`config.mk`:
```
export PLATFORM = sky130hd
export DESIGN_NAME = sccb_write_master
export DESIGN_NICKNAME = d
export VERILOG_FILES = /design/src/rtl/sccb_write_master.sv
export SDC_FILE = /design/constraint.sdc
export NUM_CORES = 1
export LEC_CHECK = 0
export CORE_MARGIN = 5
export CORE_UTILIZATION = 62
export CTS_BUF_LIST = sky130_fd_sc_hd__clkbuf_4
export CTS_CLUSTER_DIAMETER = 30
export DETAILED_ROUTE_END_ITERATION = 10
export PLACE_DENSITY = 0.87
export SLEW_MARGIN = 20
export SYNTH_ARGS = -nofsm -noshare
export SYNTH_HDL_FRONTEND = slang
export SYNTH_SLANG_ARGS = --single-unit
export TNS_END_PERCENT = 5
```
`constraint.sdc`:
```
create_clock -name clk_i -period 6.8 [get_ports clk_i]
set_input_delay 1.36 -clock clk_i [delete_from_list [all_inputs] [get_ports clk_i]]
set_output_delay 1.36 -clock clk_i [all_outputs]
set_load 0.005 [all_outputs]
```
`src/rtl/sccb_write_master.sv`:
```
// SCCB 3-phase write master: START, 27 bit slots (3 bytes + don't-care bit), STOP, bus-free gap.
// Optional macro SCCB_NACK_CHECK_EN adds siod_i sampling of the don't-care bits and a nack_o flag.
module sccb_write_master #(
    parameter int unsigned CLK_FREQ_HZ  = 100_000_000,
    parameter int unsigned SCCB_FREQ_HZ = 100_000
) (
    input  logic       clk_i,
    input  logic       reset_i,
    input  logic       cmd_valid_i,
    output logic       cmd_ready_o,
    input  logic [7:0] dev_id_i,
    input  logic [7:0] reg_addr_i,
    input  logic [7:0] reg_data_i,
    output logic       sioc_o,
    output logic       siod_o,
    output logic       siod_oe_o,
`ifdef SCCB_NACK_CHECK_EN
    output logic       done_o,
    input  logic       siod_i,
    output logic       nack_o
`else
    output logic       done_o
`endif
);

    localparam int unsigned QUARTER = CLK_FREQ_HZ / (4 * SCCB_FREQ_HZ);
    localparam int unsigned QW      = (QUARTER > 1) ? $clog2(QUARTER) : 1;
    localparam logic [QW-1:0] QMAX  = QW'(QUARTER - 1);

    if (QUARTER < 1) begin : gen_quarter_check
        $error("sccb_write_master: CLK_FREQ_HZ must be at least 4*SCCB_FREQ_HZ");
    end

    typedef enum logic [2:0] {
        StIdle,
        StStart,
        StBits,
        StStop,
        StGap
    } state_e;

    state_e          state_q, state_d;
    logic [QW-1:0]   qcnt_q, qcnt_d;
    logic [1:0]      qidx_q, qidx_d;
    logic [4:0]      slot_q, slot_d;
    logic [3:0]      bit_q, bit_d;
    logic [7:0]      shreg_q, shreg_d;
    logic [7:0]      addr_q, data_q;

    logic            accept;
    logic            quarter_end;
    logic            slot_start;
    logic [7:0]      src_byte;
    logic            sioc_d, siod_d, oe_d, done_d, ready_d;

    assign accept      = cmd_valid_i && cmd_ready_o;
    assign quarter_end = (qcnt_q == QMAX);

    // Position update: quarter counter, quarter index, slot and bit-in-phase.
    always_comb begin
        state_d    = state_q;
        qcnt_d     = qcnt_q;
        qidx_d     = qidx_q;
        slot_d     = slot_q;
        bit_d      = bit_q;
        slot_start = 1'b0;

        if (state_q != StIdle) begin
            qcnt_d = quarter_end ? '0 : qcnt_q + 1'b1;
        end

        case (state_q)
            StIdle: begin
                if (accept) begin
                    state_d = StStart;
                    qidx_d  = 2'd0;
                    qcnt_d  = '0;
                end
            end
            StStart: begin
                if (quarter_end) begin
                    if (qidx_q == 2'd1) begin
                        state_d    = StBits;
                        qidx_d     = 2'd0;
                        slot_d     = 5'd0;
                        bit_d      = 4'd0;
                        slot_start = 1'b1;
                    end else begin
                        qidx_d = qidx_q + 2'd1;
                    end
                end
            end
            StBits: begin
                if (quarter_end) begin
                    qidx_d = qidx_q + 2'd1;
                    if (qidx_q == 2'd3) begin
                        if (slot_q == 5'd26) begin
                            state_d = StStop;
                        end else begin
                            slot_d     = slot_q + 5'd1;
                            bit_d      = (bit_q == 4'd8) ? 4'd0 : bit_q + 4'd1;
                            slot_start = 1'b1;
                        end
                    end
                end
            end
            StStop: begin
                if (quarter_end) begin
                    qidx_d = qidx_q + 2'd1;
                    if (qidx_q == 2'd3) begin
                        state_d = StGap;
                    end
                end
            end
            StGap: begin
                if (quarter_end) begin
                    qidx_d = qidx_q + 2'd1;
                    if (qidx_q == 2'd3) begin
                        // Back-to-back: a command taken in the done cycle starts immediately.
                        state_d = accept ? StStart : StIdle;
                    end
                end
            end
            default: begin
                state_d = StIdle;
            end
        endcase
    end

    // Outputs are derived from the next position so they can be registered.
    always_comb begin
        sioc_d   = 1'b1;
        siod_d   = 1'b1;
        oe_d     = 1'b1;
        done_d   = 1'b0;
        ready_d  = 1'b0;
        shreg_d  = shreg_q;
        src_byte = shreg_q;

        case (state_d)
            StIdle: begin
                ready_d = 1'b1;
            end
            StStart: begin
                siod_d = (qidx_d == 2'd0);
            end
            StBits: begin
                sioc_d = qidx_d[1];
                if (bit_d == 4'd8) begin
                    oe_d   = 1'b0;
                    siod_d = 1'b1;
                end else if (slot_start) begin
                    if (slot_d == 5'd9) begin
                        src_byte = addr_q;
                    end else if (slot_d == 5'd18) begin
                        src_byte = data_q;
                    end
                    siod_d  = src_byte[7];
                    shreg_d = {src_byte[6:0], 1'b0};
                end else begin
                    siod_d = siod_o;
                end
            end
            StStop: begin
                sioc_d = qidx_d[1];
                siod_d = (qidx_d == 2'd3);
            end
            StGap: begin
                if ((qidx_d == 2'd3) && (qcnt_d == QMAX)) begin
                    done_d  = 1'b1;
                    ready_d = 1'b1;
                end
            end
            default: begin
                ready_d = 1'b1;
            end
        endcase
    end

`ifdef SCCB_NACK_CHECK_EN
    logic nack_acc_q;
    logic nack_sample;

    // First cycle of Q2 in a don't-care slot: the slave drives its ACK level here.
    assign nack_sample = (state_q == StBits) && (bit_q == 4'd8) && (qidx_q == 2'd2) &&
                         (qcnt_q == '0) && siod_i;
`endif

    always_ff @(posedge clk_i) begin
        if (reset_i) begin
            state_q     <= StIdle;
            qcnt_q      <= '0;
            qidx_q      <= 2'd0;
            slot_q      <= 5'd0;
            bit_q       <= 4'd0;
            shreg_q     <= 8'h00;
            addr_q      <= 8'h00;
            data_q      <= 8'h00;
            sioc_o      <= 1'b1;
            siod_o      <= 1'b1;
            siod_oe_o   <= 1'b1;
            cmd_ready_o <= 1'b1;
            done_o      <= 1'b0;
`ifdef SCCB_NACK_CHECK_EN
            nack_acc_q  <= 1'b0;
            nack_o      <= 1'b0;
`endif
        end else begin
            state_q     <= state_d;
            qcnt_q      <= qcnt_d;
            qidx_q      <= qidx_d;
            slot_q      <= slot_d;
            bit_q       <= bit_d;
            sioc_o      <= sioc_d;
            siod_o      <= siod_d;
            siod_oe_o   <= oe_d;
            cmd_ready_o <= ready_d;
            done_o      <= done_d;
            if (accept) begin
                shreg_q <= dev_id_i;
                addr_q  <= reg_addr_i;
                data_q  <= reg_data_i;
            end else begin
                shreg_q <= shreg_d;
            end
`ifdef SCCB_NACK_CHECK_EN
            if (accept) begin
                nack_acc_q <= 1'b0;
                nack_o     <= 1'b0;
            end else begin
                if (nack_sample) begin
                    nack_acc_q <= 1'b1;
                end
                if (done_d) begin
                    nack_o <= nack_acc_q | nack_sample;
                end
            end
`endif
        end
    end

endmodule

```
# Yosys cells after proc, flatten, opt, wreduce, memory -nomap -nowiden

Index checks and enable logic that the tools add are counted.

Add/sub/neg operators: 4
Eq/ne operators: 20
Muxes and demuxes: 52
Bitwise gates (word level): 3
Reduce and logical (&&, ||, !) cells: 14

Operators by type and width:

| cell                                                             | number |
|---|---|
| 8-bit two-way mux                                                | 10 |
| 3-bit two-way mux                                                | 10 |
| 5-bit two-way mux                                                | 5 |
| 4-bit two-way mux                                                | 6 |
| 8-bit == test (second input constant)                            | 2 |
| 3-bit case mux with 5 select lines                               | 1 |
| 3-bit by 2-bit == test with 1-bit output (second input constant) | 4 |
| 5-bit == test (second input constant)                            | 2 |
| 1-bit two-way mux                                                | 10 |
| 5-bit case mux with 2 select lines                               | 1 |
| 8-bit by 1-bit adder with 8-bit output (second input constant)   | 1 |
| 4-bit == test (second input constant)                            | 2 |
| 2-bit two-way mux                                                | 4 |
| 4-bit case mux with 2 select lines                               | 1 |
| 2-bit OR reduction                                               | 4 |
| 3-bit by 1-bit == test with 1-bit output (second input constant) | 2 |
| 3-bit == test (second input constant)                            | 2 |
| 2-bit case mux with 3 select lines                               | 1 |
| 3-bit OR reduction                                               | 2 |
| 5-bit by 1-bit adder with 5-bit output (second input constant)   | 1 |
| 5-bit by 4-bit == test with 1-bit output (second input constant) | 1 |
| 4-bit by 1-bit adder with 4-bit output (second input constant)   | 1 |
| 2-bit == test (second input constant)                            | 2 |
| 1-bit case mux with 2 select lines                               | 2 |
| 12 further kinds                                                 | 16 |

Register bits: 51
Input port bits: 27
Output and inout bits: 5
Logic and storage cells: 106

# Logic depth before layout (Yosys ltp)

Depth in word-level cells: 12
Depth in mapped cells: 11
Depth with buffers taken out: 10

# Worst setup path after synthesis

No wires, ideal clock.

Kind: input -> register
From: input cmd_valid_i
To: register siod_o
Library setup time: 0.074 ns
Data arrival time: 2.601 ns
Required time: 6.726 ns
Path slack: 4.125 ns
Stages on the path: 7
Buffers on the path: 0
Cells stage by stage: and2_1 o221ai_1 a21oi_1 a21oi_1 or2_2 a31o_2 a31oi_1

Cells in the longest elaborated chain, start to end: 7
Elaborated cells between the ends (all ways): 15
Those cells by class: 5 x eq/ne; 8 x mux; 2 x reduce/logical

RTL lines:

| element                                                                                                     | RTL line | RTL |
|---|---|---|
| start: declaration                                                                                          | 9        | `input logic cmd_valid_i,` |
| 1-bit logical AND *                                                                                         | 56       | `assign accept = cmd_valid_i && cmd_ready_o;` |
| 1-bit two-way mux                                                                                           | 120      | `state_d = accept ? StStart : StIdle;` |
| 3-bit two-way mux                                                                                           | 118      | `if (qidx_q == 2'd3) begin` |
| 3-bit two-way mux                                                                                           | 116      | `if (quarter_end) begin` |
| 3-bit case mux with 5 select lines                                                                          | 72       | `case (state_q)` |
| 3-bit by 2-bit == test with 1-bit output / 3-bit by 1-bit == test with 1-bit output (equally long branches) | 140      | `case (state_d)` |
| 1-bit case mux with 3 select lines / 3-bit inequality test (equally long branches)                          | -        |  |
| end signal: assignment                                                                                      | 215      | `siod_o <= siod_d;` |
| end: declaration                                                                                            | 15       | `output logic siod_o,` |

Every way passes the cells marked *; elsewhere a longest branch is shown, timed or not.
A chain may end at the register's enable or synchronous reset.

# Worst setup path in the final report

Ends and elaborated chain as after synthesis.

==> impl_metrics.tcl <==
set metrics [dict create \
    diodes 0 \
    synth_nets 382 \
    leakagePower_nw 1.104 \
    grt_pass1_vias 2209 \
    min_path_cells 2 \
    antenna_found_initial 0 \
    min_to "addr_q[5]$_SDFFE_PP0P_" \
    synthCells 346 \
    synth_edf_count 0 \
    pre_cts_ws_ps 2936 \
    core-area_um2 4294 \
    clock_sinks 51 \
    start_kind "primary input" \
    initial_utilization_pct 63.37 \
    end_kind "register" \
    period_share_pct 51.22 \
    finalCriticalPeriod_ps 3483 \
    power.internal_mw 0.3818 \
    cts_buffers 5 \
    crit_type "primary input to register" \
    wl_um 6013 \
    syn_area_per_cell_um2 7.865 \
    cts.path.max_buffers 2 \
    crit_arrival_ps 3810 \
    ios 32 \
    h-tree-depth 2 \
    min_path_type "register to register" \
    numPortBuffers 31 \
    vias_per_cell 5.921 \
    p_sw_share_pct 26.90 \
    status "finished clean" \
    maxSlewHeadroom_pct 47.21 \
    drtPass1Iterations 5 \
    reg2reg_depth 8 \
    switching_power_mw 0.1405 \
    vias 2487 \
    whs_ps 468.6 \
    grt_max_degree 44 \
    cts_resized 0 \
    powerDensity_nw_per_um2 169.6 \
    drv_cap 0 \
    async_flop_share_pct 0 \
    rows 24 \
    final_common_cell "nand2_1" \
    combPwrFrac_pct 11.1 \
    netlist_area_um2 2721 \
    drive_gt1_share_pct 7.337 \
    drc 0 \
    fp.dieW_um 76.25 \
    max_freq_mhz 287.1 \
    clk_pin_slew_worst_paths_ps 160 \
    ant_nets 0 \
    setup_tns_ps 0 \
    final.setup_skew_ps 16.06 \
    setup-violations-final 0 \
    r2r-start "state_q[1]$_SDFF_PP0_" \
    grt_overflow 0 \
    clk_latency_ps 380 \
    seq_area_frac_synth_pct 37.52 \
    dieHeight_um 76.25 \
    dieArea_um2 5814 \
    cts_root_buf "clkbuf_4" \
    n_fill_cell 353 \
    cts_hold_buf 0 \
    rsz0062_at_grt "false" \
    place_congestion 0.9018 \
    synth.ff_latch_count 51 \
    setup_slack_ps 3317 \
    r2r_slack_ps 3600 \
    ys_dominant_reg_cell "dfxtp_1" \
    dp_hpwl_um 4395 \
    worstPathRequired_ps 7120 \
    post-cts-setup-buffer-count 0 \
    yosysUniqueCellTypes 56 \
    grt_first_pass_wirelength_um 9922 \
    p_clk_share_pct 28.0 \
    finalMaxSlewViolations 0 \
    grt_usage_pct 20.21 \
    fin_nets 403 \
    drt_iter0_drc 225 \
    power_frac_seq_pct 60.9 \
    r2r_end "shreg_q[3]$_SDFFE_PP0P_" \
    ir_worst_vdd_uv 132.7 \
    hold_start "addr_q[5]$_SDFFE_PP0P_" \
    timing.final.hold_violations 0 \
    areaGrowthSynthToFinish_pct 13.20 \
    wire_per_inst_um 14.32 \
    tightest_slew_ps 791.8 \
    final_cell_mix "nand2_1, dfxtp_1, nor2_1" \
    ys.warnings.count 0 \
    critPathMaxFanout 22 \
    cts_tree "yes" \
]
==> area by class of cell <==
cell class              instances  area (um2)  area share [%]
multi-input cells             267        1575           51.14
clock inverters                 3       22.52          0.7311
repair buffers                 33       325.3           10.56
well taps                      52       65.06           2.112
inverters                       9       33.78           1.097
clock buffers                   5       37.54           1.219
flip-flops and latches         51        1021           33.14
==> flip-flops by register name, indices dropped and copies added, names as in the netlist <==
name,flops
qcnt_q,8
bit_q,4
slot_q,5
siod_oe_o,1
data_q,8
sioc_o,1
shreg_q,8
cmd_ready_o,1
siod_o,1
addr_q,8
done_o,1
qidx_q,2
state_q,3
==> Yosys cell counts (5+ instances only) <==
cell type	n	area [um2]
a31oi_1	12	75.07
o21ai_0	11	55.05
clkbuf_1	13	48.80
nor3_1	8	40.04
a21oi_1	29	145.1
nand2_1	58	217.7
inv_1	9	33.78
ha_1	9	112.6
a22oi_1	11	82.58
nor2_1	47	176.4
nand3_1	12	60.06
dfxtp_1	51	1021
or3_1	5	31.28
nor2b_1	6	37.54
==> critical path, cell delays in order <==
cell and delay [ps]:
clkdlybuf4s50_1 470, and2_1 650, o221ai_1 240, a21oi_1 330
a21oi_1 110, or2_2 280, a31o_2 240, a31oi_1 130
==> metal layers <==
metal | part of all wire [%] | global-route usage, %
met5 | 0 | 0
met4 | 1.1 | 5.594
met3 | 5.8 | 3.546
met2 | 50 | 36.22
met1 | 43 | 24.60
==> kinds of logic (layout without fill, tap and decap cells) <==
group | count (synthesis) | after routing | synth area share, %
multiplexers | 2 | 2 | 0.7816
XOR/XNOR | 7 | 7 | 2.253
AO/OA/AOI/OAI | 78 | 78 | 18.25
adder cells (fa/ha/maj) | 9 | 9 | 4.138
buffers and inverters | 28 | 50 | 4.597
AND/OR/NAND/NOR | 171 | 171 | 32.46
flip-flops | 51 | 51 | 37.52
==> power by group through the flow <==
stage                     sequential [mW]  clock (mW)  combinational [mW]
after floorplan                     0.322           0              0.0350
after global placement              0.324           0              0.0558
after detailed placement            0.324           0              0.0576
after CTS                           0.318       0.148              0.0578
after global routing                0.320       0.163              0.0644
final                               0.318       0.146              0.0579
==> per-stage QoR <==
step / total power [mW] / util, % / std cells / area, um2
2_1_floorplan: 0.3566 / - / 346 / 2721
6_report: 0.5223 / 71.74 / 420 / 3080
3_5_place_dp: 0.3818 / 70.34 / 412 / 3020
4_1_cts: 0.5239 / 71.74 / 420 / 3080
3_3_place_gp: 0.3799 / 70.34 / 412 / 3020
5_1_grt: 0.5468 / 71.74 / 420 / 3080
==> worst max path at each step <==
stage	from	endpoint	slack, ps
3_3_place_gp	cmd_valid_i	siod_o$_SDFFE_PP1P_	2980
2_1_floorplan	cmd_valid_i	siod_o$_SDFFE_PP1P_	4130
5_1_grt	cmd_valid_i	siod_o$_SDFFE_PP1P_	3110
6_report	cmd_valid_i	siod_o$_SDFFE_PP1P_	3320
3_5_place_dp	cmd_valid_i	siod_o$_SDFFE_PP1P_	2940
4_1_cts	cmd_valid_i	siod_o$_SDFFE_PP1P_	3340
(Power assumes the default switching activity.)
